<file path="src/rtl/uart_tx_top.sv">
// ----------------------------------------------------------------------------
// uart_tx_top
//
// Purpose:
//   Fixed-byte serial transmitter. Each rising edge on i_tx_start sends TX_DATA
//   once on o_tx as an 8N1 frame: one start bit (0), eight data bits LSB-first,
//   and one stop bit (1). Every bit lasts CLKS_PER_BIT clock cycles, so a frame
//   is exactly 10*CLKS_PER_BIT cycles long.
//
//   Internally the block has three parts:
//     - a start-edge detector that turns i_tx_start into a one-cycle pulse,
//     - a bit-period counter that acts as the baud generator,
//     - a transmit FSM (IDLE -> START -> DATA -> STOP -> IDLE).
//
// Parameters:
//   CLK_FREQ      input clock frequency in Hz
//   BAUD_RATE     serial bit rate in baud
//   CLKS_PER_BIT  clock cycles per serial bit (CLK_FREQ/BAUD_RATE); must be >= 2
//   TX_DATA       byte sent on each start request
//
// Ports:
//   i_clock     in   system clock; all state updates on its rising edge
//   i_reset     in   synchronous active-high reset; overrides a frame in flight
//   i_tx_start  in   transmit request; only its rising edge starts a frame
//   o_tx        out  registered serial line, idles high
// ----------------------------------------------------------------------------
module uart_tx_top #(
    parameter int          CLK_FREQ     = 125_000_000,
    parameter int          BAUD_RATE    = 9600,
    parameter int          CLKS_PER_BIT = CLK_FREQ / BAUD_RATE,
    parameter logic [7:0]  TX_DATA      = 8'h41
) (
    input  logic i_clock,
    input  logic i_reset,
    input  logic i_tx_start,
    output logic o_tx
);

    // ------------------------------------------------------------------------
    // Constants
    // ------------------------------------------------------------------------
    // Cycle counter only has to reach CLKS_PER_BIT-1, so $clog2 bits suffice.
    localparam int CNT_W = $clog2(CLKS_PER_BIT);

    localparam logic [CNT_W-1:0] CNT_LAST = CNT_W'(CLKS_PER_BIT - 1);
    localparam logic [2:0]       BIT_LAST = 3'd7;

    localparam logic [1:0] ST_IDLE  = 2'd0;
    localparam logic [1:0] ST_START = 2'd1;
    localparam logic [1:0] ST_DATA  = 2'd2;
    localparam logic [1:0] ST_STOP  = 2'd3;

    // ------------------------------------------------------------------------
    // State
    // ------------------------------------------------------------------------
    logic [1:0]       state;
    logic             start_prev;
    logic [CNT_W-1:0] cycle_cnt;
    logic [2:0]       bit_idx;
    logic [7:0]       shift_reg;

    logic start_pulse;
    logic bit_done;

    // ------------------------------------------------------------------------
    // Start-edge detector
    // ------------------------------------------------------------------------
    // A level held high yields a single pulse; the FSM only listens in IDLE,
    // so a pulse arriving mid-frame is simply dropped.
    assign start_pulse = i_tx_start & ~start_prev;

    // NOTE: sequential state is always written with non-blocking assignments
    // so every register samples the pre-edge values of the others.
    always_ff @(posedge i_clock) begin
        if (i_reset) begin
            start_prev <= 1'b0;
        end else begin
            start_prev <= i_tx_start;
        end
    end

    // ------------------------------------------------------------------------
    // Bit-period counter (baud generator)
    // ------------------------------------------------------------------------
    // Counts 0..CLKS_PER_BIT-1 while a frame is in flight and wraps at each
    // bit boundary. bit_done marks the last cycle of the current bit.
    assign bit_done = (state != ST_IDLE) && (cycle_cnt == CNT_LAST);

    always_ff @(posedge i_clock) begin
        if (i_reset) begin
            cycle_cnt <= '0;
        end else if (state == ST_IDLE) begin
            // Held at zero so the start bit gets a full period from the
            // edge that accepts the request.
            cycle_cnt <= '0;
        end else if (bit_done) begin
            cycle_cnt <= '0;
        end else begin
            cycle_cnt <= cycle_cnt + CNT_W'(1);
        end
    end

    // ------------------------------------------------------------------------
    // Transmit FSM and serial output register
    // ------------------------------------------------------------------------
    always_ff @(posedge i_clock) begin
        if (i_reset) begin
            state     <= ST_IDLE;
            o_tx      <= 1'b1;
            bit_idx   <= 3'd0;
            shift_reg <= 8'h00;
        end else begin
            case (state)
                ST_IDLE: begin
                    o_tx <= 1'b1;
                    if (start_pulse) begin
                        // Start bit goes out on the same edge that sees the
                        // request; the byte is latched for the whole frame.
                        state     <= ST_START;
                        o_tx      <= 1'b0;
                        shift_reg <= TX_DATA;
                        bit_idx   <= 3'd0;
                    end
                end

                ST_START: begin
                    if (bit_done) begin
                        state     <= ST_DATA;
                        o_tx      <= shift_reg[0];
                        shift_reg <= {1'b0, shift_reg[7:1]};
                        bit_idx   <= 3'd0;
                    end
                end

                ST_DATA: begin
                    if (bit_done) begin
                        if (bit_idx == BIT_LAST) begin
                            state <= ST_STOP;
                            o_tx  <= 1'b1;
                        end else begin
                            o_tx      <= shift_reg[0];
                            shift_reg <= {1'b0, shift_reg[7:1]};
                            bit_idx   <= bit_idx + 3'd1;
                        end
                    end
                end

                ST_STOP: begin
                    // Line is already high; returning to IDLE keeps it high,
                    // so back-to-back frames never glitch.
                    if (bit_done) begin
                        state <= ST_IDLE;
                    end
                end

                default: begin
                    state <= ST_IDLE;
                    o_tx  <= 1'b1;
                end
            endcase
        end
    end

endmodule

</file>
<file path="config.mk">
export PLATFORM = sky130hd
export DESIGN_NAME = uart_tx_top
export DESIGN_NICKNAME = d
export VERILOG_FILES = /design/src/rtl/uart_tx_top.sv
export SDC_FILE = /design/constraint.sdc
export NUM_CORES = 1
export LEC_CHECK = 0
export BUFFER_PORTS_ARGS = -buffer_cell sky130_fd_sc_hd__buf_2
export CELL_PAD_IN_SITES_DETAIL_PLACEMENT = 1
export CELL_PAD_IN_SITES_GLOBAL_PLACEMENT = 1
export CORE_ASPECT_RATIO = 1.4
export CORE_UTILIZATION = 42
export DETAILED_ROUTE_END_ITERATION = 10
export GPL_ROUTABILITY_DRIVEN = 0
export PLACE_DENSITY_LB_ADDON = 0.1
export SLEW_MARGIN = 10
export SYNTH_ARGS = -nofsm -noshare
export SYNTH_HDL_FRONTEND = slang
export SYNTH_SLANG_ARGS = --single-unit
</file>
<file path="constraint.sdc">
create_clock -name i_clock -period 2 [get_ports i_clock]
set_clock_uncertainty 0.15 [all_clocks]
set_input_delay 0.1 -clock i_clock [delete_from_list [all_inputs] [get_ports i_clock]]
set_output_delay 0.1 -clock i_clock [all_outputs]
set_load 0.1 [all_outputs]
</file>
==> results of run 1 <==
layout make-up:
class	instances	area, µm²
fillers	380	1510
well taps	39	48.8
multi-input cells	108	798
flip-flops and latches	28	566
inverters	9	33.8
clock buffers	4	55.1
repair buffers	19	141
worst min-delay path: stages:
cell and delay, ps:
buf_2 100, buf_4 240, a211oi_1 60
routing by layer:
metal / global-route usage [%] / vias up / wire [µm]
met3: 1.96 / 4 / 25
met1: 20.9 / 508 / 1220
met2: 36.4 / 4 / 1620
met5: 0 / - / 0
met4: 6.48 / 0 / 40
li1: - / 543 / -
power breakdown:
group,leakage (nW),switching [mW],internal (mW),total (mW)
clock,0.0288,0.175,0.176,0.352
combinational,0.339,0.404,0.365,0.769
sequential,0.229,0.0313,0.618,0.649
path summary, 6_finish.rpt:
check,start,endpoint,cells after the start
setup reg to reg,cycle_cnt[0]$_SDFF_PP0_,cycle_cnt[9]$_SDFF_PP0_,6
hold reg to reg,cycle_cnt[0]$_SDFF_PP0_,cycle_cnt[0]$_SDFF_PP0_,1
setup / recovery,cycle_cnt[0]$_SDFF_PP0_,cycle_cnt[9]$_SDFF_PP0_,6
hold / removal,i_reset,state[0]$_SDFFE_PP0P_,3
metrics by stage:
stage | hold WS [ps] | cells | power, mW
floorplan | 78.2 | 151 | 1.19
global placement | 182 | 201 | 1.35
detailed placement | 192 | 201 | 1.38
CTS | 113 | 206 | 1.75
global route | 141 | 207 | 1.89
finish | 112 | 207 | 1.77
cell families (layout without fill, tap and decap cells):
logic type               Yosys count  in the layout  share of synthesized area [%]
AO/OA/AOI/OAI                     13             13                           6.71
XOR/XNOR                          12             12                           7.51
adder cells (fa/ha/maj)            7              7                           6.26
buffers and inverters             15             32                           4.92
flip-flops                        28             28                           40.1
multiplexers                       9              9                           7.16
AND/OR/NAND/NOR                   67             67                           27.4
timing repair:
action                                  4_1_cts  5_1_grt
endpoints found under the setup margin       25       25
buffers inserted                              0        1
gates resized for setup                       3        6
pin swaps                                     1        1
endpoints found under the hold margin         1        0
hold buffers                                  1        0
cell usage after synthesis (all sizes together), types with 2 or more instances:
master,count,share of area (%)
nand3,5,1.8
nand2,5,1.3
nor2b,3,1.3
nor3,6,2.1
xnor2,10,6.3
ha,7,6.3
nand3b,5,2.7
o32ai,2,1.3
mux2,2,2.1
xor2,2,1.3
nor2,21,5.6
mux2i,7,5.0
buf,3,1.7
a21oi,3,1.1
nor4,4,2.9
dfxtp,28,40
inv,9,2.4
a211oi,2,1.1
o211ai,2,1.1
nand2b,12,5.4
clkbuf,3,0.80
==> flow_summary_export.csv, run 1 <==
group,metric,value,unit
worst_setup_path,timing.reg2reg.setup_slack,110,ps
global_route,antenna_found_initial,0,
layout,utilization,52.1,%
clocking,clk_pin_slew,100,ps
timing,fin_crit_sh,94.7,%
layout,final_cell_area,1640,µm²
worst_setup_path,slowest_stage,"or3_2",
floorplan,design.die.area,3570,µm²
layout,layout_common_cells,"dfxtp_1 (24), nor2_1 (21), buf_4 (14)",
layout,final_common_cell,"dfxtp_1",
global_route,grt_pass1_vias,1186,
placed_design,place_area,1550,µm²
layout,largest_reg_flops,14,
timing,hold_viol,0,
yosys,yosys_warnings,0,
yosys,synthesis.area,1400,µm²
worst_setup_path,cp.arrival,1960,ps
worst_setup_path,cp_slowest_stage_delay,580,ps
timing,setup_viol,0,
yosys,yosys_register_bits,28,
yosys,netlist-cell-type-count,34,
timing,tightest_slew,489,ps
floorplan,coreArea,3150,µm²
flow_run,max_cap_viol_count,0,
detailed_routing,firstDrtPassIters,3,
worst_setup_path,worstPathRequired,2060,ps
clocking,clockRootBuffer,"clkbuf_8",
placed_design,place_ws,-39.8,ps
floorplan,initial_core_util,44.4,%
timing,setup_ws,107,ps
layout,antenna-diode-count,0,
global_route,grt_max_degree,27,
yosys,synth_edf_count,0,
timing,max_freq,528,MHz
detailed_routing,routedWlPerCell,14.0,µm
layout,fin_nets,179,
power,leakage,0.596,nW
layout,layout-drive-gt1-share,22.6,%
clocking,clock_latency,270,ps
yosys,syn_area_per_cell,9.26,µm²
detailed_routing,via_per_inst,5.12,
worst_setup_path,crit_fanout,14,
worst_setup_path,start_kind,"flop",
clocking,clk_path_buf_depth,2,
placed_design,numPortBuffers,3,
floorplan,num_rows,24,
clocking,cts_buffers,3,
yosys,async_flop_share,0,%
floorplan,die_w,50.8,µm
worst_setup_path,crit_family,"simple AND/OR/NAND/NOR gates",
detailed_routing,routed_wl,2900,µm
timing,relSlewSlack,67.6,%
clocking,clock-sinks,28,
detailed_routing,ant_nets,0,
timing,drv_slew,0,
worst_setup_path,cp-end-kind,"flop",
clocking,htreeDepth,1,
worst_setup_path,worstPathCellList,"ha_1, nand4b_1, nor4_4, buf_4, or3_2, nor2_1",
timing,tns,0,ps
global_route,grtUsageTotal,19.1,%
yosys,synth_seq_area_share,40.1,%
worst_setup_path,criticalPathCategory,"reg -> reg",
worst_setup_path,path_buf_inv,1,
layout,synthToLayoutAreaGrowth,17.4,%
global_route,grt_overflow,0,
yosys,syn_nets,161,
detailed_routing,drc,0,
yosys,synth_ff_type,"dfxtp_1",
timing,period_minus_slack,1890,ps
placed_design,dp_hpwl,2260,µm
detailed_routing,vias,1059,
hold_path,hp-class,"in -> reg",
floorplan,io_pins,4,
power,power_density,1080,nW/µm²
global_route,grt_pass1_wl,5200,µm
floorplan,die_y,70.3,µm
outcome,status,"finished clean",
clocking,cts_tree,"done",
detailed_routing,drtIter0Drc,16,
timing,rsz0062_at_grt,"no",
yosys,synth_cells,151,
power,vdd_ir_drop_max,0.686,mV
No activity file was read; power rests on OpenSTA's default activity.
==> run 2, diff against run 1 <==
--- a/config.mk
+++ b/config.mk
@@ -13,6 +13,7 @@
 export DETAILED_ROUTE_END_ITERATION = 10
 export GPL_ROUTABILITY_DRIVEN = 0
 export PLACE_DENSITY_LB_ADDON = 0.1
+export SETUP_SLACK_MARGIN = 0.3
 export SLEW_MARGIN = 10
 export SYNTH_ARGS = -nofsm -noshare
 export SYNTH_HDL_FRONTEND = slang
==> flow_summary_export.csv, run 2 (synthesis results as in run 1) <==
group,metric,value,unit
detailed_routing,vias,1111,
power,leakage,0.627,nW
floorplan,num_rows,24,
floorplan,initial_core_util,44.4,%
layout,antenna-diode-count,0,
flow_run,max_cap_viol_count,0,
timing,max_freq,532,MHz
worst_setup_path,slowest_stage,"dfxtp_2",
layout,utilization,54.8,%
floorplan,die_y,70.3,µm
layout,layout_common_cells,"dfxtp_1 (23), buf_4 (18), nor2_1 (15)",
detailed_routing,drc,0,
placed_design,numPortBuffers,3,
layout,fin_nets,185,
layout,layout-drive-gt1-share,30.1,%
detailed_routing,routedWlPerCell,14.9,µm
worst_setup_path,crit_fanout,4,
layout,largest_reg_flops,14,
timing,tightest_slew,483,ps
layout,final_common_cell,"dfxtp_1",
layout,instances_no_fill,212,
detailed_routing,via_per_inst,5.24,
worst_setup_path,cp-end-kind,"flop",
floorplan,coreArea,3150,µm²
detailed_routing,ant_nets,0,
hold_path,hp-class,"in -> reg",
timing,fin_crit_sh,94.0,%
worst_setup_path,crit_family,"simple AND/OR/NAND/NOR gates",
clocking,clk_pin_slew,100,ps
clocking,clock-sinks,28,
global_route,grt_max_degree,27,
layout,synthToLayoutAreaGrowth,23.5,%
power,vdd_ir_drop_max,0.860,mV
timing,relSlewSlack,68.0,%
timing,drv_slew,0,
power,sw_frac_of_total,35.5,%
worst_setup_path,worstPathRequired,2020,ps
hold_path,min_from,"i_reset",
worst_setup_path,start_kind,"flop",
power,power.share.combinational,48.9,%
detailed_routing,drtIter0Drc,13,
worst_setup_path,crit_start,"state[0]$_SDFFE_PP0P_",
detailed_routing,routed_wl,3160,µm
timing,setup_viol,0,
clocking,clock_latency,280,ps
timing,whs,37.9,ps
placed_design,dp_cells,201,
power,switchingPower,0.673,mW
power,p_seq_share,34.4,%
global_route,grtUsageTotal,20.2,%
worst_setup_path,cp.arrival,1900,ps
clocking,htreeDepth,1,
detailed_routing,firstDrtPassIters,3,
global_route,grt_overflow,0,
worst_setup_path,reg2reg_from,"state[0]$_SDFFE_PP0P_",
worst_setup_path,cp_slowest_stage_delay,360,ps
floorplan,design.die.area,3570,µm²
global_route,grt_pass1_wl,5490,µm
clocking,clk_path_buf_depth,2,
clocking,cts_tree,"done",
timing,rsz0062_at_grt,"yes",
clocking,clockRootBuffer,"clkbuf_8",
global_route,grt_pass1_vias,1266,
timing,period_minus_slack,1880,ps
power,p_int,1.22,mW
global_route,antenna_found_initial,0,
floorplan,io_pins,4,
placed_design,dp_hpwl,2250,µm
clocking,cts_buffers,3,
floorplan,die_w,50.8,µm
power,power_density,1100,nW/µm²
timing,hold_viol,0,
worst_setup_path,path_buf_inv,1,
worst_setup_path,timing.reg2reg.setup_slack,120,ps
worst_setup_path,worstPathCellList,"inv_4, ha_4, nand4bb_4, nor4_4, o211a_4, mux2_4",
outcome,status,"finished clean",
power,p_clk_share,16.7,%
worst_setup_path,criticalPathCategory,"reg -> reg",
==> run 2: cell count changes in the layout (fill, tap and decap cells not counted), moves of 2 or more <==
cell    delta
nor2_2     +6
buf_4      +4
or3_4      +2
nor2_1     -6
==> run 2: path summary, 6_finish.rpt <==
path / to / cells after the start
hold reg to reg: bit_idx[1]$_SDFFE_PP0P_ / 2
setup reg to reg: shift_reg[6]$_SDFFE_PP0P_ / 6
setup / recovery: shift_reg[6]$_SDFFE_PP0P_ / 6
hold / removal: cycle_cnt[0]$_SDFF_PP0_ / 3
==> run 2: layer usage <==
metal | GRT usage (%) | share of wire [%]
met1 | 22.0 | 41
met2 | 38.1 | 57
met3 | 1.96 | 0.73
met4 | 8.33 | 2.0
met5 | 0 | 0
==> run 2: metrics by stage <==
stage / setup slack [ps] / area [µm²] / TNS, ps / power, mW
6_report: 120 / 1730 / 0 / 1.89
5_1_grt: 42.3 / 1730 / 0 / 2.00
4_1_cts: 127 / 1670 / 0 / 1.82
3_5_place_dp: -64.8 / 1550 / -316 / 1.38
3_3_place_gp: 10.6 / 1550 / 0 / 1.35
2_1_floorplan: -104 / 1410 / -208 / 1.19
==> run 2: power groups by stage <==
stage / registers, mW / clock network [mW] / logic (mW)
floorplan: 0.708 / 0 / 0.480
global placement: 0.654 / 0 / 0.697
detailed placement: 0.656 / 0 / 0.725
CTS: 0.649 / 0.322 / 0.852
global route: 0.659 / 0.346 / 0.991
finish: 0.651 / 0.317 / 0.926
==> run 2: cell type report <==
type                            instances  area [µm²]
Clock buffer                            3        41.3
Sequential cell                        28         567
Multi-Input combinational cell        109         852
Inverter                                9        36.3
Tap cell                               39        48.8
Timing Repair Buffer                   24         183
Fill cell                             383        1430
==> run 2: worst reg2reg max path, delay by kind of cell, from the launching register on <==
kind                     cells  cell delay [ps]
AND/OR/NAND/NOR              2              520
AO/OA/AOI/OAI                1              250
buffers and inverters        1               50
multiplexers                 1              300
flip-flops                   1              360
adder cells (fa/ha/maj)      1              150
==> run 2: what timing repair did <==
item / in CTS / in global routing
resized for setup: 12 / 11
hold buffers: 1 / 0
buffers inserted: 4 / 2
cloned: 1 / 0
setup endpoints to repair: 27 / 27
hold endpoints to repair: 1 / 0
pin swaps: 13 / 7
